**src/rtl/pulse_program_sequencer_if.sv**
```systemverilog
// Host configuration and pulse-bus status bundle for pulse_program_sequencer.
interface pulse_program_sequencer_if;
   logic        cfg_wr;
   logic [3:0]  cfg_addr;
   logic [31:0] cfg_dur;
   logic [7:0]  cfg_pattern;
   logic [1:0]  cfg_trig;
   logic [3:0]  cfg_last_step;
   logic [15:0] cfg_repeat;
   logic        commit;
   logic        start;
   logic        stop;
   logic [7:0]  signal_out;
   logic        trigger;
   logic        verify_trigger;
   logic        busy;
   logic        done;
   logic [3:0]  step_index;
   logic        commit_pending;

   modport master (
      output cfg_wr, cfg_addr, cfg_dur, cfg_pattern, cfg_trig,
      output cfg_last_step, cfg_repeat, commit, start, stop,
      input  signal_out, trigger, verify_trigger, busy, done,
      input  step_index, commit_pending
   );

   modport slave (
      input  cfg_wr, cfg_addr, cfg_dur, cfg_pattern, cfg_trig,
      input  cfg_last_step, cfg_repeat, commit, start, stop,
      output signal_out, trigger, verify_trigger, busy, done,
      output step_index, commit_pending
   );
endinterface

```
**src/rtl/pulse_program_sequencer.sv**
```systemverilog
// 16-step pulse pattern sequencer with shadow/active tables that swap
// only between repetitions, so a running repetition never glitches.
module pulse_program_sequencer #(
   parameter int DUR_W = 22
) (
   input  logic clk_in,
   input  logic rst_in,
   pulse_program_sequencer_if.slave host
);
   typedef enum logic [1:0] {IDLE, RUN, FINISH} state_t;

   logic [DUR_W-1:0] sh_dur_q [16];
   logic [DUR_W-1:0] sh_dur_d [16];
   logic [7:0]       sh_pat_q [16];
   logic [7:0]       sh_pat_d [16];
   logic [1:0]       sh_trig_q [16];
   logic [1:0]       sh_trig_d [16];
   logic [3:0]       sh_last_q, sh_last_d;
   logic [15:0]      sh_rep_q, sh_rep_d;

   logic [DUR_W-1:0] act_dur_q [16];
   logic [DUR_W-1:0] act_dur_d [16];
   logic [7:0]       act_pat_q [16];
   logic [7:0]       act_pat_d [16];
   logic [1:0]       act_trig_q [16];
   logic [1:0]       act_trig_d [16];
   logic [3:0]       act_last_q, act_last_d;
   logic [15:0]      act_rep_q, act_rep_d;

   state_t           state_q;
   logic [3:0]       step_q;
   logic [DUR_W-1:0] tmr_q;
   logic [15:0]      rep_q;
   logic             pend_q;
   logic [7:0]       sig_q;
   logic             trig_q, vtrig_q, busy_q, done_q;

   logic        step_end, at_last, more_reps, pend_eff, apply;
   logic [16:0] rep_inc;
   logic [3:0]  nstep;
   logic        unused_dur;

   assign unused_dur = ^host.cfg_dur[31:DUR_W];

   // Timer counts down from D-1 so a zero duration still lasts one cycle.
   function automatic logic [DUR_W-1:0] ld(input logic [DUR_W-1:0] d);
      return (d == '0) ? '0 : d - DUR_W'(1);
   endfunction

   always_comb begin
      sh_dur_d  = sh_dur_q;
      sh_pat_d  = sh_pat_q;
      sh_trig_d = sh_trig_q;
      if (host.cfg_wr) begin
         sh_dur_d[host.cfg_addr]  = host.cfg_dur[DUR_W-1:0];
         sh_pat_d[host.cfg_addr]  = host.cfg_pattern;
         sh_trig_d[host.cfg_addr] = host.cfg_trig;
      end
      sh_last_d = host.commit ? host.cfg_last_step : sh_last_q;
      sh_rep_d  = host.commit ? host.cfg_repeat : sh_rep_q;
   end

   assign step_end  = (state_q == RUN) && (tmr_q == '0);
   assign at_last   = (step_q == act_last_q);
   assign rep_inc   = {1'b0, rep_q} + 17'd1;
   assign more_reps = (act_rep_q == '0) || (rep_inc < {1'b0, act_rep_q});
   assign pend_eff  = pend_q | host.commit;
   assign apply     = pend_eff && ((state_q != RUN) ||
                      (!host.stop && step_end && at_last && more_reps));
   assign nstep     = (state_q == RUN && !at_last) ? step_q + 4'd1 : 4'd0;

   always_comb begin
      act_dur_d  = act_dur_q;
      act_pat_d  = act_pat_q;
      act_trig_d = act_trig_q;
      act_last_d = act_last_q;
      act_rep_d  = act_rep_q;
      if (apply) begin
         act_dur_d  = sh_dur_d;
         act_pat_d  = sh_pat_d;
         act_trig_d = sh_trig_d;
         act_last_d = sh_last_d;
         act_rep_d  = sh_rep_d;
      end
   end

   always_ff @(posedge clk_in or posedge rst_in) begin
      if (rst_in) begin
         sh_dur_q   <= '{default: '0};
         sh_pat_q   <= '{default: '0};
         sh_trig_q  <= '{default: '0};
         sh_last_q  <= '0;
         sh_rep_q   <= '0;
         act_dur_q  <= '{default: '0};
         act_pat_q  <= '{default: '0};
         act_trig_q <= '{default: '0};
         act_last_q <= '0;
         act_rep_q  <= '0;
      end else begin
         sh_dur_q   <= sh_dur_d;
         sh_pat_q   <= sh_pat_d;
         sh_trig_q  <= sh_trig_d;
         sh_last_q  <= sh_last_d;
         sh_rep_q   <= sh_rep_d;
         act_dur_q  <= act_dur_d;
         act_pat_q  <= act_pat_d;
         act_trig_q <= act_trig_d;
         act_last_q <= act_last_d;
         act_rep_q  <= act_rep_d;
      end
   end

   always_ff @(posedge clk_in or posedge rst_in) begin
      if (rst_in) begin
         state_q <= IDLE;
         step_q  <= '0;
         tmr_q   <= '0;
         rep_q   <= '0;
         pend_q  <= 1'b0;
         sig_q   <= '0;
         trig_q  <= 1'b0;
         vtrig_q <= 1'b0;
         busy_q  <= 1'b0;
         done_q  <= 1'b0;
      end else begin
         trig_q  <= 1'b0;
         vtrig_q <= 1'b0;
         done_q  <= 1'b0;
         unique case (state_q)
            IDLE: begin
               pend_q <= 1'b0;
               sig_q  <= '0;
               busy_q <= 1'b0;
               step_q <= '0;
               if (host.start && !host.stop) begin
                  state_q <= RUN;
                  rep_q   <= '0;
                  busy_q  <= 1'b1;
                  step_q  <= nstep;
                  tmr_q   <= ld(act_dur_d[nstep]);
                  sig_q   <= act_pat_d[nstep];
                  trig_q  <= act_trig_d[nstep][0];
                  vtrig_q <= act_trig_d[nstep][1];
               end
            end
            RUN: begin
               if (host.stop) begin
                  state_q <= IDLE;
                  pend_q  <= pend_eff;
                  sig_q   <= '0;
                  busy_q  <= 1'b0;
                  step_q  <= '0;
               end else if (!step_end) begin
                  tmr_q  <= tmr_q - DUR_W'(1);
                  pend_q <= pend_eff;
               end else if (!at_last || more_reps) begin
                  if (at_last && rep_q != 16'hFFFF) rep_q <= rep_q + 16'd1;
                  pend_q  <= pend_eff & ~apply;
                  step_q  <= nstep;
                  tmr_q   <= ld(act_dur_d[nstep]);
                  sig_q   <= act_pat_d[nstep];
                  trig_q  <= act_trig_d[nstep][0];
                  vtrig_q <= act_trig_d[nstep][1];
               end else begin
                  state_q <= FINISH;
                  pend_q  <= pend_eff;
                  sig_q   <= '0;
                  busy_q  <= 1'b0;
                  done_q  <= 1'b1;
                  step_q  <= '0;
               end
            end
            FINISH: begin
               state_q <= IDLE;
               pend_q  <= 1'b0;
            end
            default: state_q <= IDLE;
         endcase
      end
   end

   assign host.signal_out     = sig_q;
   assign host.trigger        = trig_q;
   assign host.verify_trigger = vtrig_q;
   assign host.busy           = busy_q;
   assign host.done           = done_q;
   assign host.step_index     = step_q;
   assign host.commit_pending = pend_q;
endmodule
```
**src/flat_wrapper.sv**
```systemverilog
// flat-port wrapper written by rule: the top's interface ports become plain ports
module pulse_program_sequencer_flat 
#(
   parameter int DUR_W = 22
)
  (clk_in, rst_in, host_cfg_wr, host_cfg_addr, host_cfg_dur, host_cfg_pattern, host_cfg_trig, host_cfg_last_step, host_cfg_repeat, host_commit, host_start, host_stop, host_signal_out, host_trigger, host_verify_trigger, host_busy, host_done, host_step_index, host_commit_pending);
  pulse_program_sequencer_if host_i ();
  input  logic clk_in;
  input  logic rst_in;
  input wire logic [$bits(host_i.cfg_wr)-1:0] host_cfg_wr;
  input wire logic [$bits(host_i.cfg_addr)-1:0] host_cfg_addr;
  input wire logic [$bits(host_i.cfg_dur)-1:0] host_cfg_dur;
  input wire logic [$bits(host_i.cfg_pattern)-1:0] host_cfg_pattern;
  input wire logic [$bits(host_i.cfg_trig)-1:0] host_cfg_trig;
  input wire logic [$bits(host_i.cfg_last_step)-1:0] host_cfg_last_step;
  input wire logic [$bits(host_i.cfg_repeat)-1:0] host_cfg_repeat;
  input wire logic [$bits(host_i.commit)-1:0] host_commit;
  input wire logic [$bits(host_i.start)-1:0] host_start;
  input wire logic [$bits(host_i.stop)-1:0] host_stop;
  output wire logic [$bits(host_i.signal_out)-1:0] host_signal_out;
  output wire logic [$bits(host_i.trigger)-1:0] host_trigger;
  output wire logic [$bits(host_i.verify_trigger)-1:0] host_verify_trigger;
  output wire logic [$bits(host_i.busy)-1:0] host_busy;
  output wire logic [$bits(host_i.done)-1:0] host_done;
  output wire logic [$bits(host_i.step_index)-1:0] host_step_index;
  output wire logic [$bits(host_i.commit_pending)-1:0] host_commit_pending;
  assign host_i.cfg_wr = host_cfg_wr;
  assign host_i.cfg_addr = host_cfg_addr;
  assign host_i.cfg_dur = host_cfg_dur;
  assign host_i.cfg_pattern = host_cfg_pattern;
  assign host_i.cfg_trig = host_cfg_trig;
  assign host_i.cfg_last_step = host_cfg_last_step;
  assign host_i.cfg_repeat = host_cfg_repeat;
  assign host_i.commit = host_commit;
  assign host_i.start = host_start;
  assign host_i.stop = host_stop;
  assign host_signal_out = host_i.signal_out;
  assign host_trigger = host_i.trigger;
  assign host_verify_trigger = host_i.verify_trigger;
  assign host_busy = host_i.busy;
  assign host_done = host_i.done;
  assign host_step_index = host_i.step_index;
  assign host_commit_pending = host_i.commit_pending;
  pulse_program_sequencer #(.DUR_W(DUR_W)) u_core (.clk_in(clk_in), .rst_in(rst_in), .host(host_i));
endmodule
```
**config.mk**
```make
export PLATFORM = sky130hd
export DESIGN_NAME = pulse_program_sequencer_flat
export DESIGN_NICKNAME = d
export VERILOG_FILES = /design/src/rtl/pulse_program_sequencer_if.sv /design/src/rtl/pulse_program_sequencer.sv /design/src/flat_wrapper.sv
export SDC_FILE = /design/constraint.sdc
export NUM_CORES = 2
export LEC_CHECK = 0
export BUFFER_PORTS_ARGS = -buffer_cell sky130_fd_sc_hd__buf_2
export CORE_MARGIN = 2
export CORE_UTILIZATION = 30
export CTS_BUF_LIST = sky130_fd_sc_hd__clkbuf_16
export CTS_CLUSTER_DIAMETER = 50
export CTS_CLUSTER_SIZE = 16
export DETAILED_ROUTE_END_ITERATION = 10
export GPL_TIMING_DRIVEN = 0
export SYNTH_ARGS = -nofsm -noshare
export SYNTH_HDL_FRONTEND = slang
export SYNTH_SLANG_ARGS = --single-unit
```
**constraint.sdc**
```tcl
create_clock -name clk_in -period 112.9 [get_ports clk_in]
set_input_delay 22.58 -clock clk_in [delete_from_list [all_inputs] [get_ports clk_in]]
set_output_delay 22.58 -clock clk_in [all_outputs]
set_load 0.02 [all_outputs]
```
==> results.yml <==
logic_synthesis:
  synth_area_mm2: 0.0489
  post_synth.cell_area_avg_um2: 12.8
  netlist-cell-type-count: 90
  synthSimpleGateAreaFrac_pct: 7.61
  count_of_flip_flops_with_a_built_in_enable_after_synthesis: 0
  syn-num-nets: 3919
  synth_compound_gate_area_share_pct: 7.08
  syn_inst: 3828
  synth_warn: 0
  synthAdderAreaFrac_pct: 0.486
  top_reg_cell_synth: "sky130_fd_sc_hd__dfrtp_1"
  synth_top_family_by_area: "multiplexers"
  synth_seq_cells: 1121
  ys_async_sr_fraction_pct: 100
  post_synth_mux_area_share_pct: 24.0
  seq_area_frac_synth_pct: 57.3
  post_synth_xor_area_fraction_pct: 0.675
min_path:
  worstHoldStart: "u_core.act_dur_q[155]"
  holdPathEnd: "u_core.act_dur_q[155]"
  timing.hold.worst_path_depth: 1
  hp-class: "flop to flop"
global_route:
  grt_overflow: 0
  grt_pass1_wl_mm: 236
  largest_net_degree_at_the_start_of_global_routing: 135
  track_usage_pct: 19.2
  antenna_violations_before_repair: 21
  number_of_global_route_vias_before_repair: 33166
routing:
  route.detailed.drc: 0
  routed-via-count: 33497
  ant_nets: 0
  first_iter_violations: 3103
  drt_pass1_iterations: 6
  detail_route.wirelength_mm: 163
  via_per_inst: 5.31
  drt-wirelength-per-cell_um: 25.8
clock_tree:
  clkTransAtPathRegs_ns: 0.07
  cts_setup_buffers: 0
  post_cts_resize_count: 0
  clock_root_buffer: "sky130_fd_sc_hd__clkbuf_16"
  max-clock-path-buffers: 3
  cts.sinks: 1121
  total_clock_buffers_created_by_cts: 115
  cts_h_tree_depth: 3
  insertion_delay_ns: 0.75
  cts_tree: "built"
  cts.hold.buffers_added: 0
sta:
  final-setup-viol-count: 0
  tightestPinTransition_ns: 1.57
  maxSlewHeadroom_pct: -4.81
  final_period_minus_worst_setup_slack_ns: 27.29
  rsz0062_at_grt: "no"
  finalClockSkew_ns: 0.0486
  fmaxAchievable_ghz: 0.0366
  final_cycle_share_pct: 24.2
  final-hold-violation-count: 0
  report.final.slew_viol_count: 11
  tns_ns: 0
floorplanning:
  ioPinCount: 89
  die_x_um: 408
  floorplan.rows: 148
  initial_utilization_pct: 30.1
  die_area_mm2: 0.166
  dieHeight_um: 408
  floorplan.core_area_mm2: 0.162
placed_design:
  post-place-cells: 6091
  gpl.final_weighted_congestion: 0.923
  io_buffers: 76
  dpl.hpwl_mm: 112
power:
  cellLeakagePower_nw: 24.3
  power.share.clock_pct: 33.5
  switching_power_of_the_nets_mw: 0.347
  vdd.ir_drop.worst_uv: 12.6
  p_int_mw: 0.837
  power.sequential.fraction_pct: 46.9
  power_density_mw_per_mm2: 21.0
  finalPower_mw: 1.18
  sw_frac_of_total_pct: 29.3
  p_comb_share_pct: 19.7
setup_path:
  ff2ff_path_depth: 22
  worstPathArrival_ns: 27.87
  r2r_start: "u_core.rep_q[0]"
  cp_max_fo: 10
  cp.required_ns: 113.48
  worst_setup_path_start_kind: "primary input"
  regToRegEndpoint: "u_core.act_dur_q[263]"
  critical_path.endpoint_type: "flop"
  timing_worst_setup_path_type: "primary input to flop"
  regToRegSetupSlack_ns: 105.46
run_status:
  violated_checks: "max-capacitance violations, max-slew violations"
  outcome: "complete, but fails checks"
finish:
  post_synthesis_to_final_layout_area_growth_pct: 15.0
  layout.nets: 4124
  final_layout_size_suffix_gt1_share_pct: 33.8
  stdcell_count: 6307
job:
  maxCapViolCount: 2
## per-stage QoR
stage / utilization (%) / area, um^2 / worst slack [ns] / hold WS (ns)
detailed placement: 32.3 / 52400 / 85.02 / 0.466
global route: 34.7 / 56300 / 85.58 / 0.501
CTS: 34.7 / 56300 / 85.81 / 0.483
global placement: 32.0 / 52000 / 46.77 / 0.457
finish: 34.7 / 56300 / 85.61 / 0.484
floorplan: - / 48900 / 58.75 / 0.440
## cells in the mapped netlist, types with 13 or more instances
| master | number | share of area [%] |
|---|---|---|
| sky130_fd_sc_hd__nor3_1 | 66 | 0.68 |
| sky130_fd_sc_hd__or3_1 | 21 | 0.27 |
| sky130_fd_sc_hd__a311oi_1 | 21 | 0.38 |
| sky130_fd_sc_hd__nand4_1 | 19 | 0.24 |
| sky130_fd_sc_hd__o21a_1 | 16 | 0.25 |
| sky130_fd_sc_hd__a31oi_1 | 15 | 0.19 |
| sky130_fd_sc_hd__inv_1 | 60 | 0.46 |
| sky130_fd_sc_hd__mux2i_1 | 63 | 1.3 |
| sky130_fd_sc_hd__nor4_1 | 15 | 0.19 |
| sky130_fd_sc_hd__o31ai_1 | 20 | 0.31 |
| sky130_fd_sc_hd__nand3_1 | 61 | 0.62 |
| sky130_fd_sc_hd__o22ai_1 | 37 | 0.47 |
| sky130_fd_sc_hd__xor2_1 | 14 | 0.25 |
| sky130_fd_sc_hd__nor2_1 | 185 | 1.4 |
| sky130_fd_sc_hd__nand2b_1 | 19 | 0.24 |
| sky130_fd_sc_hd__ha_1 | 19 | 0.49 |
| sky130_fd_sc_hd__mux2_2 | 985 | 23 |
| sky130_fd_sc_hd__o221ai_1 | 15 | 0.27 |
| sky130_fd_sc_hd__buf_1 | 42 | 0.32 |
| sky130_fd_sc_hd__and3_1 | 52 | 0.66 |
| sky130_fd_sc_hd__o21ai_0 | 93 | 0.95 |
| sky130_fd_sc_hd__clkbuf_1 | 142 | 1.1 |
| sky130_fd_sc_hd__nand2_1 | 277 | 2.1 |
| sky130_fd_sc_hd__a21oi_1 | 89 | 0.91 |
| sky130_fd_sc_hd__buf_2 | 61 | 0.62 |
| sky130_fd_sc_hd__xnor2_1 | 20 | 0.36 |
| sky130_fd_sc_hd__o2111ai_1 | 13 | 0.23 |
| sky130_fd_sc_hd__dfrtp_1 | 1121 | 57 |
| sky130_fd_sc_hd__a211oi_1 | 59 | 0.91 |
| sky130_fd_sc_hd__o211ai_1 | 18 | 0.28 |
## power by group through the flow
stage               clock network [mW]  registers, mW  logic [mW]
detailed placement                   0          0.561       0.230
global route                     0.420          0.565       0.252
finish                           0.396          0.555       0.233
floorplan                            0          0.548       0.172
global placement                     0          0.564       0.222
CTS                              0.402          0.554       0.231
## routing by layer
metal,global-route usage (%),vias up,wire (um)
met4,9.07,12,8010
met5,0,-,77
met1,25.6,17567,68600
met3,3.90,394,12000
met2,29.9,1350,74100
li1,-,14174,-
## placed cells by master (no fill, tap or decap), drive strengths merged, types with 8 or more instances in the layout
master	instances
dfrtp	1121
mux2	986
nand2	278
clkbuf	260
buf	208
nor2	185
inv	104
o21ai	101
a21oi	89
nor3	67
mux2i	63
nand3	63
a211oi	59
and3	53
o22ai	38
clkinv	30
xnor2	22
or3	21
a311oi	21
o31ai	21
nand4	20
o221ai	20
nor4	20
nand2b	19
ha	19
o211ai	18
o21a	16
a31oi	15
xor2	14
o2111ai	13
a211o	11
a22oi	11
bufinv	11
clkinvlp	9
a21o	8
a221oi	8
or2	8
## logic make-up (layout without fill, tap and decap cells)
kind of cell,count (synthesis),after routing
simple gates,778,778
flops,1121,1121
xor+xnor,36,36
buf+inv,322,622
compound gates,503,503
other cells,0,4
fa+ha+maj,19,19
mux,1049,1049
## worst max-delay path by stage
stage / startpoint / to / slack [ns] / depth (start not counted)
after floorplan: rst_in / u_core.act_dur_q[0] / 58.75 / 1
after global placement: rst_in / u_core.sh_last_q[3] / 46.77 / 2
after detailed placement: host_commit / u_core.tmr_q[2] / 85.02 / 15
after CTS: host_commit / u_core.tmr_q[2] / 85.81 / 15
after global routing: host_cfg_wr / u_core.tmr_q[2] / 85.58 / 14
final: host_cfg_wr / u_core.tmr_q[2] / 85.61 / 14
## cell type report
cell class | count | area, um^2
fill | 16006 | 106000
sequential | 1121 | 28100
multi-input combinational | 2385 | 19500
clock buffer | 118 | 2950
tap | 2175 | 2720
buffer | 262 | 1170
clock inverter | 94 | 947
timing repair buffer | 88 | 669
inverter | 60 | 233
antenna | 4 | 10.0
## critical path, stage by stage
cell and delay [ns]:
sky130_fd_sc_hd__buf_2 0.16, sky130_fd_sc_hd__nor3b_1 0.20, sky130_fd_sc_hd__nand3b_1 0.55, sky130_fd_sc_hd__clkbuf_1 0.73, sky130_fd_sc_hd__buf_1 1.10, sky130_fd_sc_hd__mux2_2 0.46, sky130_fd_sc_hd__nand2_1 0.07, sky130_fd_sc_hd__a21oi_1 0.08
sky130_fd_sc_hd__nor3_2 0.74, sky130_fd_sc_hd__nand3_1 0.19, sky130_fd_sc_hd__nor4_1 0.40, sky130_fd_sc_hd__a31o_2 0.26, sky130_fd_sc_hd__buf_4 0.20, sky130_fd_sc_hd__o221ai_1 0.12
## flip-flops by register name (all words and copies together) (netlist names), 4 cells and up
register / flops
u_core.sh_pat_q: 128
u_core.sh_last_q: 4
u_core.tmr_q: 22
u_core.act_rep_q: 16
u_core.act_dur_q: 352
u_core.host.step_index: 4
u_core.host.signal_out: 8
u_core.sh_rep_q: 16
u_core.act_pat_q: 128
u_core.act_last_q: 4
u_core.rep_q: 16
u_core.act_trig_q: 32
u_core.sh_dur_q: 352
u_core.sh_trig_q: 32
Power figures use the tool's default switching activity.
